<file path="src/rtl/trace_pkg.sv">
// Shared types for the writeback trace buffer: capture FSM states and the
// stored trace entry (fields sized to the widest supported configuration).
package trace_pkg;

  localparam int TR_ADDR_MAX = 16;
  localparam int TR_DATA_MAX = 64;
  localparam int TR_CYC_MAX  = 32;

  typedef enum logic [1:0] {
    IDLE    = 2'd0,
    ARMED   = 2'd1,
    CAPTURE = 2'd2,
    DONE    = 2'd3
  } trace_state_t;

  typedef struct packed {
    logic [TR_ADDR_MAX-1:0] waddr;
    logic [TR_DATA_MAX-1:0] wdata;
    logic [TR_CYC_MAX-1:0]  cycle;
  } trace_entry_t;

endpackage

</file>
<file path="src/rtl/trace_fifo.sv">
// Circular trace storage with push/pop, optional overwrite-oldest when full,
// and a registered head entry (a push into an empty buffer shows next cycle).
module trace_fifo
  import trace_pkg::*;
#(
  parameter int  DEPTH = 16,
  parameter bit  WRAP  = 1'b0,
  localparam int PTR_W = $clog2(DEPTH),
  localparam int CNT_W = PTR_W + 1
) (
  input  logic             clk,
  input  logic             rst,
  input  logic             clr,
  input  logic             push,
  input  trace_entry_t     push_entry,
  input  logic             rd_ready,
  output logic             rd_valid,
  output trace_entry_t     head,
  output logic [CNT_W-1:0] count,
  output logic             full_hit
);

  trace_entry_t     mem_r [DEPTH];
  trace_entry_t     head_r, head_next_s;
  logic [PTR_W-1:0] head_ptr_r, head_ptr_next_s;
  logic [PTR_W-1:0] tail_ptr_r, tail_ptr_next_s;
  logic [CNT_W-1:0] count_r, count_next_s;
  logic             rd_valid_r;
  logic             pop_s, full_hit_s, wr_s, adv_s;

  // Next pointer/count/head computation; the head is bypassed from the push
  // when the entry being written lands exactly at the next head slot.
  always_comb begin
    pop_s      = rd_valid_r && rd_ready;
    full_hit_s = push && (count_r == CNT_W'(DEPTH)) && !pop_s;
    wr_s       = push && !(full_hit_s && !WRAP);
    adv_s      = pop_s || (full_hit_s && WRAP);
    head_ptr_next_s = head_ptr_r;
    tail_ptr_next_s = tail_ptr_r;
    count_next_s    = count_r;
    head_next_s     = {$bits(trace_entry_t){1'b0}};
    if (clr) begin
      head_ptr_next_s = {PTR_W{1'b0}};
      tail_ptr_next_s = {PTR_W{1'b0}};
      count_next_s    = {CNT_W{1'b0}};
    end else begin
      head_ptr_next_s = adv_s ? head_ptr_r + PTR_W'(1) : head_ptr_r;
      tail_ptr_next_s = wr_s  ? tail_ptr_r + PTR_W'(1) : tail_ptr_r;
      if (wr_s && !adv_s) begin
        count_next_s = count_r + CNT_W'(1);
      end else if (adv_s && !wr_s) begin
        count_next_s = count_r - CNT_W'(1);
      end else begin
        count_next_s = count_r;
      end
      if (count_next_s == {CNT_W{1'b0}}) begin
        head_next_s = {$bits(trace_entry_t){1'b0}};
      end else if (wr_s && (tail_ptr_r == head_ptr_next_s)) begin
        head_next_s = push_entry;
      end else begin
        head_next_s = mem_r[head_ptr_next_s];
      end
    end
  end

  // Pointer, occupancy and registered head-entry state.
  always_ff @(posedge clk) begin
    if (rst) begin
      head_ptr_r <= {PTR_W{1'b0}};
      tail_ptr_r <= {PTR_W{1'b0}};
      count_r    <= {CNT_W{1'b0}};
      rd_valid_r <= 1'b0;
      head_r     <= {$bits(trace_entry_t){1'b0}};
    end else begin
      head_ptr_r <= head_ptr_next_s;
      tail_ptr_r <= tail_ptr_next_s;
      count_r    <= count_next_s;
      rd_valid_r <= (count_next_s != {CNT_W{1'b0}});
      head_r     <= head_next_s;
    end
  end

  // Entry storage; contents are don't-care until written, so no reset.
  always_ff @(posedge clk) begin
    if (wr_s && !clr && !rst) begin
      mem_r[tail_ptr_r] <= push_entry;
    end
  end

  assign rd_valid = rd_valid_r;
  assign head     = head_r;
  assign count    = count_r;
  assign full_hit = full_hit_s;

endmodule

</file>
<file path="src/rtl/wb_trace_buffer.sv">
// Register-file writeback trace buffer: arm, trigger on a write to trig_addr,
// capture writes with cycle stamps, and count taken branches and jumps.
module wb_trace_buffer
  import trace_pkg::*;
#(
  parameter int  DATA_W    = 32,
  parameter int  ADDR_W    = 5,
  parameter int  DEPTH     = 16,
  parameter int  CYC_W     = 16,
  parameter int  WRAP_MODE = 0,
  localparam int CNT_W     = $clog2(DEPTH) + 1
) (
  input  logic              clk,
  input  logic              rst,
  input  logic              wb_en,
  input  logic [ADDR_W-1:0] waddr,
  input  logic [DATA_W-1:0] wdata,
  input  logic              br_taken,
  input  logic              jump,
  input  logic              arm,
  input  logic              clear,
  input  logic [ADDR_W-1:0] trig_addr,
  output logic              rd_valid,
  input  logic              rd_ready,
  output logic [ADDR_W-1:0] rd_waddr,
  output logic [DATA_W-1:0] rd_wdata,
  output logic [CYC_W-1:0]  rd_cycle,
  output logic [CNT_W-1:0]  count,
  output logic              overflow,
  output logic [1:0]        state,
  output logic [CYC_W-1:0]  cycle_cnt,
  output logic [CYC_W-1:0]  br_cnt,
  output logic [CYC_W-1:0]  jump_cnt
);

  trace_state_t     state_r, state_next_s;
  trace_entry_t     entry_s, head_s;
  logic             we_s, trig_s, push_s, full_hit_s;
  logic             overflow_r, head_unused_s;
  logic [CYC_W-1:0] cycle_cnt_r, br_cnt_r, jump_cnt_r;

  // Write-event qualification, trigger match and the entry to push.
  always_comb begin
    we_s          = wb_en && (waddr != {ADDR_W{1'b0}});
    trig_s        = (state_r == ARMED) && we_s && (waddr == trig_addr);
    push_s        = ((state_r == CAPTURE) && we_s) || trig_s;
    entry_s       = {$bits(trace_entry_t){1'b0}};
    entry_s.waddr = TR_ADDR_MAX'(waddr);
    entry_s.wdata = TR_DATA_MAX'(wdata);
    entry_s.cycle = TR_CYC_MAX'(cycle_cnt_r);
  end

  trace_fifo #(
    .DEPTH (DEPTH),
    .WRAP  (WRAP_MODE != 0)
  ) u_fifo (
    .clk        (clk),
    .rst        (rst),
    .clr        (clear),
    .push       (push_s),
    .push_entry (entry_s),
    .rd_ready   (rd_ready),
    .rd_valid   (rd_valid),
    .head       (head_s),
    .count      (count),
    .full_hit   (full_hit_s)
  );

  // Capture FSM next state; clear wins over arm and trigger.
  always_comb begin
    state_next_s = state_r;
    if (clear) begin
      state_next_s = IDLE;
    end else begin
      case (state_r)
        IDLE:    state_next_s = arm ? ARMED : IDLE;
        ARMED:   state_next_s = trig_s ? CAPTURE : ARMED;
        CAPTURE: state_next_s = (full_hit_s && (WRAP_MODE == 0)) ? DONE : CAPTURE;
        DONE:    state_next_s = DONE;
        default: state_next_s = IDLE;
      endcase
    end
  end

  // FSM state register.
  always_ff @(posedge clk) begin
    if (rst) begin
      state_r <= IDLE;
    end else begin
      state_r <= state_next_s;
    end
  end

  // Cycle stamp, saturating event counters and sticky overflow flag.
  always_ff @(posedge clk) begin
    if (rst || clear) begin
      cycle_cnt_r <= {CYC_W{1'b0}};
      br_cnt_r    <= {CYC_W{1'b0}};
      jump_cnt_r  <= {CYC_W{1'b0}};
      overflow_r  <= 1'b0;
    end else begin
      if (state_r != IDLE) begin
        cycle_cnt_r <= cycle_cnt_r + CYC_W'(1);
      end
      if ((state_r == CAPTURE) && br_taken && (br_cnt_r != {CYC_W{1'b1}})) begin
        br_cnt_r <= br_cnt_r + CYC_W'(1);
      end
      if ((state_r == CAPTURE) && jump && (jump_cnt_r != {CYC_W{1'b1}})) begin
        jump_cnt_r <= jump_cnt_r + CYC_W'(1);
      end
      if (full_hit_s) begin
        overflow_r <= 1'b1;
      end
    end
  end

  assign head_unused_s = ^head_s;
  assign rd_waddr      = head_s.waddr[ADDR_W-1:0];
  assign rd_wdata      = head_s.wdata[DATA_W-1:0];
  assign rd_cycle      = head_s.cycle[CYC_W-1:0];
  assign overflow      = overflow_r;
  assign state         = state_r;
  assign cycle_cnt     = cycle_cnt_r;
  assign br_cnt        = br_cnt_r;
  assign jump_cnt      = jump_cnt_r;

endmodule

</file>
<file path="config.mk">
export PLATFORM = sky130hd
export DESIGN_NAME = wb_trace_buffer
export DESIGN_NICKNAME = d
export VERILOG_FILES = /design/src/rtl/trace_pkg.sv /design/src/rtl/trace_fifo.sv /design/src/rtl/wb_trace_buffer.sv
export SDC_FILE = /design/constraint.sdc
export NUM_CORES = 1
export LEC_CHECK = 0
export ABC_AREA = 0
export CORE_ASPECT_RATIO = 0.75
export CORE_MARGIN = 1.5
export CORE_UTILIZATION = 35
export CTS_CLUSTER_SIZE = 16
export DETAILED_ROUTE_END_ITERATION = 16
export GPL_ROUTABILITY_DRIVEN = 0
export SLEW_MARGIN = 20
export SYNTH_ARGS = -nofsm -noshare
export SYNTH_HDL_FRONTEND = slang
export SYNTH_SLANG_ARGS = --single-unit
</file>
<file path="constraint.sdc">
create_clock -name clk -period 22.5 [get_ports clk]
set_clock_uncertainty 0.2 [all_clocks]
set_input_delay 3.375 -clock clk [delete_from_list [all_inputs] [get_ports clk]]
set_output_delay 3.375 -clock clk [all_outputs]
set_load 0.02 [all_outputs]
</file>
# == After elaboration in Yosys (flattened, before gate mapping) ==
# Memory sizes are Yosys's and may differ from the RTL's. A register that Yosys moved wholly into a read port is not among the register bits.
# Index checks and enable logic that the tools add are counted.
# op_classes
n_eq_ne,7
addsub,7
muxes,11
n_reduce_logical,30
# ops
op,n
$add 16x1->16 const B,3
$ne 16x16->1 const B,2
$mux 5,4
$logic_and 1x1->1,16
$reduce_bool 5->1,2
$add 4x1->4 const B,2
$pmux 2 s4,1
$add 5x1->5 const B,1
$eq 5x5->1,1
$eq 5x5->1 const B,1
$logic_not 1->1,5
$logic_not 5->1,1
$sub 5x1->5 const B,1
$eq 2x2->1 const B,2
$mux 1,4
$mux 4,1
$reduce_or 3->1,1
$eq 2x1->1 const B,1
$logic_not 2->1,1
$logic_or 1x1->1,2
$mux 2,1
$reduce_bool 2->1,1
$reduce_or 2->1,1
# word_totals
inputBits,50
output_inout_bits,110
elab_cells,65
memories,1
ramBits,848
regBits,65
# memory_table
name,words,width,rd,rd_ports_with_merged_regs,wr,line_no,source
u_fifo.mem_r,16,53,1,1,1,trace_fifo.sv:23,trace_entry_t mem_r [DEPTH];

# == Logic depth before layout (Yosys ltp) ==
# Gate-level depths: netlist (run 1).
# depth
ltp_word,16
depth_mapped,10
depth_no_buf,8

# == Modules after synthesis ==
# A second synthesis (run 1) with hierarchy kept.
# hier_totals
hier_cells,5806
area_unflattened_um2,80509.7
# modules_own_cells
mod,seq_area_each_um2,n_inst,cells_each,area_per_inst_um2
trace_fifo,56334.0,1,5489,77815.9
wb_trace_buffer,1021.0,1,317,2693.8

# == Worst setup path before layout (run 1) ==
# No wires, ideal clock.
# synth_path
path_type,input to register
start,input port waddr[0]
end,memory u_fifo.mem_r[0][0] (netlist name) (enable)
path_slack_ns,12.212
required_ns,21.705
path_buffers,1
t_arrival_ns,9.493
setup_ns,0.595
cell_stages,6
path_cell_list,xor2_1 o41ai_1 and3_1 buf_6 nand3_1 nor4_1
# synth_between
elab_chain_len,13
word_cells_on_any_way,15
classes_between,eq/ne: 1; mux: 2; reduce/logical: 12
# synth_rtl
element,line_no,source
from (decl),wb_trace_buffer.sv:16,"input logic [ADDR_W-1:0] waddr,"
$reduce_bool 5->1,wb_trace_buffer.sv:44,we_s = wb_en && (waddr != {ADDR_W{1'b0}});
$logic_and 1x1->1,wb_trace_buffer.sv:44,
$logic_and 1x1->1 (2 in a row),wb_trace_buffer.sv:45,trig_s = (state_r == ARMED) && we_s && (waddr == trig_addr);
$logic_or 1x1->1 *,wb_trace_buffer.sv:46,push_s = ((state_r == CAPTURE) && we_s) || trig_s;
$logic_and 1x1->1 (2 in a row),trace_fifo.sv:35,full_hit_s = push && (count_r == CNT_W'(DEPTH)) && !pop_s;
$logic_not 1->1,trace_fifo.sv:36,wr_s = push && !(full_hit_s && !WRAP);
$logic_and 1x1->1 *,trace_fifo.sv:36,
$logic_and 1x1->1 * (2 in a row),trace_fifo.sv:85,if (wr_s && !clr && !rst) begin
$mux 1 *,trace_fifo.sv:85,
$mux 1 (not written as such) *,trace_fifo.sv:86,mem_r[tail_ptr_r] <= push_entry;
to (decl),trace_fifo.sv:23,
# Every way passes the cells marked *; elsewhere a longest branch is shown, timed or not.

# == Worst setup path after layout (run 1) ==
# layout_path
start,input port rd_ready
end,"register u_fifo.head_r, in the netlist u_fifo.head[60]"
# layout_between
elab_chain_len,12
word_cells_on_any_way,14
classes_between,mux: 4; reduce/logical: 10
# layout_rtl
element,line_no,source
from (decl),wb_trace_buffer.sv:24,"input logic rd_ready,"
$logic_and 1x1->1 *,trace_fifo.sv:34,pop_s = rd_valid_r && rd_ready;
$logic_not 1->1,"trace_fifo.sv:35, trace_fifo.sv:49",
$logic_and 1x1->1,trace_fifo.sv:35,
$logic_not 1->1,trace_fifo.sv:36,
$logic_and 1x1->1,trace_fifo.sv:36,
$logic_not 1->1,trace_fifo.sv:51,end else if (adv_s && !wr_s) begin
$logic_and 1x1->1,trace_fifo.sv:51,
$mux 5,trace_fifo.sv:51,
$mux 5,trace_fifo.sv:49,if (wr_s && !adv_s) begin
$mux 5,trace_fifo.sv:42,if (clr) begin
$logic_not 5->1,trace_fifo.sv:56,if (count_next_s == {CNT_W{1'b0}}) begin
$reduce_or 3->1 (no source line),--,
to (signal assigned),trace_fifo.sv:73,head_r <= {$bits(trace_entry_t){1'b0}};
to (signal assigned),trace_fifo.sv:79,head_r <= head_next_s;
to (decl),trace_fifo.sv:24,"trace_entry_t head_r, head_next_s;"
# Every way passes the cells marked *; elsewhere a longest branch is shown, timed or not. The select of a mux whose other input is x is not followed.
# A chain may end at the register's enable or synchronous reset.

==> results.py, run 1 <==
metrics = {
    "clocking": {
        "cts.sinks": 966,
        "htree_num_levels": 3,
        "holdBufCountCts": 0,
        "cts_buffers": 100,
        "cts_tree": "built",
        "clk_latency_ps": 690,
        "cts_buffer_depth": 3,
        "cts.clk_slew.worst_paths_ps": 60,
        "root_buffer": "clkbuf_16",
        "cts_resized": 0,
        "post-cts-setup-buffers": 0,
    },
    "synth": {
        "synth_ff_type": "edfxtp_1",
        "synth_top_area_share_pct": 56.8,
        "yosys-top-cells-count": "848 x edfxtp_1, 481 x mux2i_1, 424 x mux2_2",
        "ys_async_sr_fraction_pct": 0,
        "synthTopCellsByArea": "edfxtp_1 57%, mux2i_1 11%, mux2_2 11%, dfxtp_1 5.3%, a221oi_1 4.2%",
        "synth_edf_count": 848,
        "yosysTopAreaCell": "edfxtp_1",
        "syn_area_um2": 44800,
        "seq_area_frac_synth_pct": 62.1,
        "synth_most_common_cell": "edfxtp_1",
        "synth_cell_types": 46,
        "synth-xor-area-share_pct": 0.997,
        "muxShareOfSynthArea_pct": 24.1,
        "synth_simple_gate_area_share_pct": 2.60,
        "syn-num-nets": 2998,
        "ys_ff_latch": 966,
        "synth_top_family_by_area": "multiplexers",
        "netlist_instances": 2937,
        "synthAdderAreaFrac_pct": 0.307,
        "synth_compound_area_share_pct": 7.77,
        "syn_area_per_cell_um2": 15.3,
        "ys_warn_count": 0,
    },
    "floorplanning": {
        "ioPinCount": 160,
        "fp-row-count": 113,
        "die_area_um2": 130000,
        "die_h_um": 313,
        "core_um2": 127000,
        "start_util_pct": 35.3,
        "die_w_um": 416,
    },
    "timing": {
        "slew_violations": 0,
        "max_slew.worst_pin.slew_ps": 1260,
        "layout_setup_ws_ps": 15020,
        "max_freq_ghz": 0.134,
        "hold_slack_ps": 280,
        "period_share_pct": 33.2,
        "tns_ps": 0,
        "hold_violations": 0,
        "rsz0062_at_grt": "false",
        "period_needed_ps": 7480,
        "relSlewSlack_pct": 15.9,
        "finalSetupViolations": 0,
    },
    "pwr": {
        "power_density_nw_per_um2": 71.6,
        "p_sw_uw": 745,
        "peakVddDrop_uv": 56.3,
        "internal-power_uw": 2960,
        "combPwrFrac_pct": 1.3,
        "clock_power_share_pct": 46.4,
        "p_sw_share_pct": 20.1,
        "seq_power_share_pct": 52.4,
        "power.leakage_uw": 0.0157,
    },
    "place": {
        "dp_cells": 4597,
        "dp_hpwl_um": 67100,
        "port_buffers": 159,
        "preCtsSetupSlack_ps": 14160,
        "postPlaceCellArea_um2": 48200,
    },
    "global_route": {
        "grt.overflow.total": 0,
        "grt_max_degree": 147,
        "antenna_found_initial": 4,
        "grt_pass1_wl_um": 181000,
        "grt_pass1_vias": 27031,
        "grt_use_total_pct": 18.4,
    },
    "route": {
        "drc": 0,
        "vias_per_cell": 5.73,
        "routed_wl_um": 123000,
        "ant_nets": 0,
        "initialDrtViolationCount": 2144,
        "wl_per_cell_um": 25.7,
        "num_vias": 27446,
        "first_pass_iters": 5,
    },
    "flow_run": {
        "cap_violations": 0,
    },
    "outcome": {
        "outcome": "finished clean",
    },
    "final_layout": {
        "postLayoutCellArea_um2": 51700,
        "drive_gt1_share_pct": 23.1,
        "layoutNonFillerInstCount": 4787,
        "nets": 3096,
        "num_antenna_cells": 0,
        "layout-area-overhead-vs-synth_pct": 15.5,
    },
    "min_path": {
        "min_path_cells": 2,
        "hold_path.class": "reg -> reg",
    },
    "worst_setup_path": {
        "cp_data_required_time_ps": 22820,
        "cp-end-kind": "flip-flop",
        "worstPathMaxFanout": 60,
        "worstRegToRegCells": 9,
        "cp_data_arrival_time_ps": 7790,
        "crit_type": "in -> reg",
        "cp-start-kind": "input pin",
    },
}
==> registers in the layout, indices dropped and copies added (netlist names), 2 cells and up <==
name,cells
u_fifo.tail_ptr_r,4
u_fifo.count,5
cycle_cnt,16
state,2
jump_cnt,16
br_cnt,16
u_fifo.head_ptr_r,4
u_fifo.head,53
u_fifo.mem_r,848
==> cell type report <==
class                      instances  area, um2
clock buffer                     131       2760
multi-input combinational       1735      16200
sequential                       966      27800
tap                             1667       2090
inverter                          13       48.8
timing repair buffer             219       2180
clock inverter                    56        654
fill                           11393      75100
==> logic make-up (layout without fill, tap and decap cells) <==
kind of cell	Yosys count	count (layout)
adders and majority gates	11	11
DFF	966	966
muxes	958	958
AOI/OAI and AO/OA	469	469
buffers and inverters	236	419
and+or+nand+nor	246	246
xor gates and xnor gates	51	51
==> placed cells by master (no fill, tap or decap), types with 18 or more instances in the layout <==
cell type / instances
edfxtp_1: 848
mux2i_1: 481
mux2_2: 424
o22ai_1: 213
a221oi_1: 213
clkdlybuf4s50_1: 159
dfxtp_1: 117
nor2_1: 112
clkbuf_16: 103
mux4_2: 53
buf_4: 52
xor2_1: 31
nand2_1: 25
clkbuf_1: 20
nand3_1: 19
clkinv_2: 19
xnor2_1: 18
==> final timing paths <==
check	startpoint	endpoint	slack, ps
worst min-delay path	overflow	overflow	280
worst min register to register	overflow	overflow	280
worst max register to register	u_fifo.head_ptr_r[0]	u_fifo.head[49]	17340
worst max-delay path	rd_ready	u_fifo.head[60]	15020
==> layer usage <==
metal	GRT usage (%)	vias to the layer above	wire [um]	share of wire, %
met5	0	-	24	0.020
met4	5.78	4	3520	2.9
met3	3.48	172	7450	6.1
met2	27.4	907	53800	44
met1	27.0	14241	58300	47
li1	-	12122	-	-
==> power by group through the flow <==
stage | combinational, uW | sequential, uW | clock (uW)
4_1_cts | 47.4 | 1940 | 1750
3_5_place_dp | 47.3 | 1980 | 0
6_report | 47.0 | 1940 | 1720
3_3_place_gp | 46.6 | 1980 | 0
5_1_grt | 50.5 | 1940 | 1820
2_1_floorplan | 11.3 | 1980 | 0
==> stage by stage <==
step	utilization [%]	total power, uW
after floorplan	-	1990
after global routing	40.8	3810
after detailed placement	38.0	2030
after CTS	40.7	3740
after global placement	38.0	2030
final	40.8	3710
==> worst max-delay path: stages <==
cell	delay, ps
clkdlybuf4s50_1	510
and2_1	360
nor2_4	730
buf_4	870
buf_4	810
a221oi_1	330
mux4_2	520
mux2i_1	140
nor2_1	80
Note: power is estimated with default switching activity, not from simulation.
==> inputs of run 2 (changes only) <==
Clock period 22.5 ns to 6.71 ns, I/O delays scaled along.
==> results.py, run 2 (synthesized netlist as in run 1, its figures left out) <==
metrics = {
    "clocking": {
        "cts.sinks": 966,
        "cts.clk_slew.worst_paths_ps": 60,
        "post-cts-setup-buffers": 0,
        "htree_num_levels": 3,
        "cts_buffer_depth": 3,
        "holdBufCountCts": 0,
        "clk_latency_ps": 700,
        "cts_tree": "built",
        "cts_resized": 0,
        "cts_buffers": 99,
        "root_buffer": "clkbuf_16",
    },
    "worst_setup_path": {
        "cp_data_required_time_ps": 6810,
        "crit_type": "in -> reg",
        "cp_cell_sequence": "clkdlybuf4s50_1, xor2_1, o41ai_1, and3_1, nand3_1, nor3b_1, and2_4",
        "max_stage_delay_ps": 860,
        "cp-start-kind": "input pin",
        "worstPathMaxFanout": 53,
        "cp_slowest_cell": "and2_4",
        "cp-end-kind": "flip-flop",
        "cp_data_arrival_time_ps": 4700,
    },
    "route": {
        "initialDrtViolationCount": 2165,
        "drc": 0,
        "wl_per_cell_um": 24.9,
        "first_pass_iters": 7,
        "ant_nets": 0,
        "num_vias": 27016,
        "routed_wl_um": 119000,
        "vias_per_cell": 5.63,
    },
    "timing": {
        "period_needed_ps": 4600,
        "rsz0062_at_grt": "false",
        "finalSetupViolations": 0,
        "max_freq_ghz": 0.217,
        "hold_violations": 0,
        "hold_slack_ps": 294,
        "relSlewSlack_pct": 27.7,
        "period_share_pct": 68.5,
        "tns_ps": 0,
        "max_slew.worst_pin.slew_ps": 1090,
        "slew_violations": 0,
    },
    "global_route": {
        "grt_use_total_pct": 17.8,
        "grt_pass1_wl_um": 177000,
        "grt_max_degree": 144,
        "grt_pass1_vias": 26421,
        "grt.overflow.total": 0,
        "antenna_found_initial": 3,
    },
    "floorplanning": {
        "die_area_um2": 130000,
        "die_h_um": 313,
        "fp-row-count": 113,
        "start_util_pct": 35.3,
        "die_w_um": 416,
        "core_um2": 127000,
        "ioPinCount": 160,
    },
    "final_layout": {
        "regMostFlops": "u_fifo.mem_r",
        "final_util_pct": 40.8,
        "ff_latch_area_um2": 27800,
        "layout-area-overhead-vs-synth_pct": 15.5,
        "largest_register_ffs": 848,
        "final_common_cell": "edfxtp_1",
        "nets": 3106,
        "multi_input_area_um2": 16200,
        "postLayoutCellArea_um2": 51700,
        "layoutNonFillerInstCount": 4796,
        "num-fill-cells": 11383,
        "drive_gt1_share_pct": 23.0,
        "layout_common_cells": "848 x edfxtp_1, 481 x mux2i_1, 424 x mux2_2, 213 x o22ai_1, 213 x a221oi_1",
        "num_antenna_cells": 0,
    },
    "place": {
        "dp_cells": 4611,
        "postPlaceCellArea_um2": 48500,
        "port_buffers": 159,
        "dp_hpwl_um": 66700,
    },
    "pwr": {
        "power_density_nw_per_um2": 235,
        "peakVddDrop_uv": 177,
        "power.leakage_uw": 0.0152,
    },
    "flow_run": {
        "cap_violations": 0,
    },
    "min_path": {
        "hold_path.class": "reg -> reg",
    },
    "outcome": {
        "outcome": "finished clean",
    },
}
## run 2: cell types whose count changed in the layout (fill, tap and decap cells not counted)
cell / delta
clkinv_1: +4
clkinv_2: -2
clkinv_8: +1
clkbuf_16: -3
buf_12: +17
inv_16: -2
clkinvlp_4: -2
clkbuf_1: +7
buf_16: -5
bufinv_16: -4
clkinv_4: -1
buf_4: -1
## run 2: metal layers
| metal | share of wire (%) | wire length [um] | track usage (%) |
|---|---|---|---|
| met3 | 5.9 | 6990 | 3.55 |
| met2 | 44 | 52700 | 27.1 |
| met5 | 0.034 | 40 | 0 |
| met1 | 48 | 57200 | 26.2 |
| met4 | 2.0 | 2370 | 4.26 |
## run 2: cell type report
class,instances,area share (%)
Timing Repair Buffer,230,4.59
Tap cell,1667,4.03
Clock buffer,135,5.25
Clock inverter,50,0.951
Sequential cell,966,53.8
Multi-Input combinational cell,1735,31.3
Inverter,13,0.0943
## run 2: power by group
part           switching (uW)  total (uW)  internal (uW)
logic                     110         160           49.8
registers                3.06        6510           6500
clock network            2330        5470           3140
total                    2450       12100           9690
## run 2: critical path, delay by kind of cell
kind,cells,cell delay (ps)
AND/OR/NAND/NOR,4,2210
buffers and inverters,1,760
AO/OA/AOI/OAI,1,340
XOR/XNOR,1,320
## run 2: through the flow
stage | total power, uW | setup WS (ps)
after floorplan | 6670 | -1210
after global placement | 6790 | 1480
after detailed placement | 6800 | 1420
after CTS | 12300 | 2130
after global routing | 12500 | 1840
final | 12100 | 2110
## run 2: path summary, 6_finish.rpt
| check | slack, ps | depth (start not counted) | from | end |
|---|---|---|---|---|
| max reg2reg | 2600 | 8 | u_fifo.head_ptr_r[1] | u_fifo.head[47] |
| max | 2110 | 7 | waddr[2] | u_fifo.mem_r[10][32] |
| min reg2reg | 290 | 2 | cycle_cnt[1] | cycle_cnt[1] |
| min | 290 | 2 | cycle_cnt[1] | cycle_cnt[1] |
==> inputs of run 3 (changes only) <==
Clock period 6.71 ns to 4.6 ns, I/O delays scaled along.
==> results.py, run 3 (synthesized netlist as in run 1, its figures left out) <==
metrics = {
    "route": {
        "first_pass_iters": 5,
        "drc": 0,
        "num_vias": 27549,
        "wl_per_cell_um": 25.5,
        "ant_nets": 0,
        "initialDrtViolationCount": 2108,
        "vias_per_cell": 5.69,
        "routed_wl_um": 124000,
    },
    "worst_setup_path": {
        "crit_type": "in -> reg",
        "worstPathMaxFanout": 24,
        "cp_data_arrival_time_ps": 3940,
        "cp_data_required_time_ps": 4770,
        "cp-end-kind": "flip-flop",
        "cp-start-kind": "input pin",
        "regToRegSetupSlack_ps": 1090,
    },
    "final_layout": {
        "postLayoutCellArea_um2": 52800,
        "drive_gt1_share_pct": 24.5,
        "largest_register_ffs": 848,
        "num-fill-cells": 11297,
        "layout-area-overhead-vs-synth_pct": 17.8,
        "regMostFlops": "u_fifo.mem_r",
        "final_common_cell": "edfxtp_1",
        "layout_common_cells": "848 x edfxtp_1, 481 x mux2i_1, 424 x mux2_2, 213 x o22ai_1, 213 x a221oi_1",
        "nets": 3146,
    },
    "floorplanning": {
        "core_um2": 127000,
        "die_h_um": 313,
        "die_area_um2": 130000,
        "fp-row-count": 113,
        "ioPinCount": 160,
        "die_w_um": 416,
        "start_util_pct": 35.3,
    },
    "global_route": {
        "grt_use_total_pct": 18.6,
        "grt_max_degree": 122,
        "grt_pass1_wl_um": 183000,
        "grt.overflow.total": 0,
        "grt_pass1_vias": 27440,
        "antenna_found_initial": 2,
    },
    "clocking": {
        "cts.clk_slew.worst_paths_ps": 60,
        "holdBufCountCts": 0,
        "cts_buffer_depth": 3,
        "root_buffer": "clkbuf_16",
        "cts_resized": 0,
        "clk_latency_ps": 730,
        "cts_buffers": 99,
        "post-cts-setup-buffers": 0,
        "cts_tree": "built",
        "htree_num_levels": 3,
        "cts.sinks": 966,
    },
    "flow_run": {
        "cap_violations": 0,
    },
    "timing": {
        "hold_violations": 0,
        "tns_ps": 0,
        "period_share_pct": 82.0,
        "finalSetupViolations": 0,
        "slew_violations": 0,
        "relSlewSlack_pct": 26.7,
        "max_freq_ghz": 0.265,
        "period_needed_ps": 3770,
        "max_slew.worst_pin.slew_ps": 1100,
        "rsz0062_at_grt": "false",
    },
    "min_path": {
        "hold_path.class": "reg -> reg",
    },
    "place": {
        "dp_hpwl_um": 70200,
        "postPlaceCellArea_um2": 49300,
        "port_buffers": 159,
    },
    "pwr": {
        "peakVddDrop_uv": 289,
        "power_density_nw_per_um2": 345,
        "power.leakage_uw": 0.0156,
    },
    "outcome": {
        "outcome": "finished clean",
    },
}
==> run 3: cell count changes in the layout (fill, tap and decap cells not counted), sizes merged <==
cell | previous run | this run
buf | 71 | 111
clkinv | 38 | 40
clkinvlp | 3 | 5
bufinv | 8 | 13
clkbuf | 135 | 125
inv | 14 | 18
diode | 0 | 1
==> run 3: worst paths after layout <==
| path | startpoint | to | cells after the start |
|---|---|---|---|
| min | overflow | overflow | 2 |
| max reg2reg | u_fifo.head_ptr_r[0] | u_fifo.head[7] | 9 |
| min reg2reg | overflow | overflow | 2 |
| max | waddr[2] | u_fifo.mem_r[7][4] | 9 |
==> run 3: stage by stage <==
stage	cells	util, %	setup WS (ps)	total power (uW)	hold slack, ps
2_1_floorplan	2937	-	-839	9740	355
3_3_place_gp	4651	38.9	144	9920	254
3_5_place_dp	4651	38.9	121	9920	266
4_1_cts	4839	41.6	881	18400	286
5_1_grt	4839	41.6	634	18800	330
6_report	4840	41.6	828	18200	283
==> run 3: report_power, final <==
group / total, uW / switching (uW) / internal, uW
sequential: 9490 / 5.18 / 9490
combinational: 237 / 162 / 75.0
clock: 8500 / 3640 / 4870
==> run 3: area by class of cell <==
type	instances	area [um2]	share of cell area [%]
Inverter	13	48.8	0.0925
Timing Repair Buffer	270	3150	5.97
Clock buffer	125	2640	5.01
Sequential cell	966	27800	52.7
Antenna cell	1	2.50	0.00474
Clock inverter	63	797	1.51
Tap cell	1667	2090	3.95
Multi-Input combinational cell	1735	16200	30.7
==> run 3: routing by layer <==
metal | vias to the layer above | track usage (%) | share of wire (%)
met5 | - | 0 | 0.019
met4 | 4 | 4.97 | 2.3
met3 | 175 | 3.78 | 6.4
met2 | 805 | 27.8 | 44
met1 | 14325 | 27.4 | 47
li1 | 12240 | - | -
==> run 3: critical path, cell delays in order <==
cell	delay, ps
clkdlybuf4s50_1	720
xor2_1	300
o41ai_1	330
and3_1	520
nand2_1	130
nor2_1	180
nand3b_1	330
nor2_4	440
buf_12	260
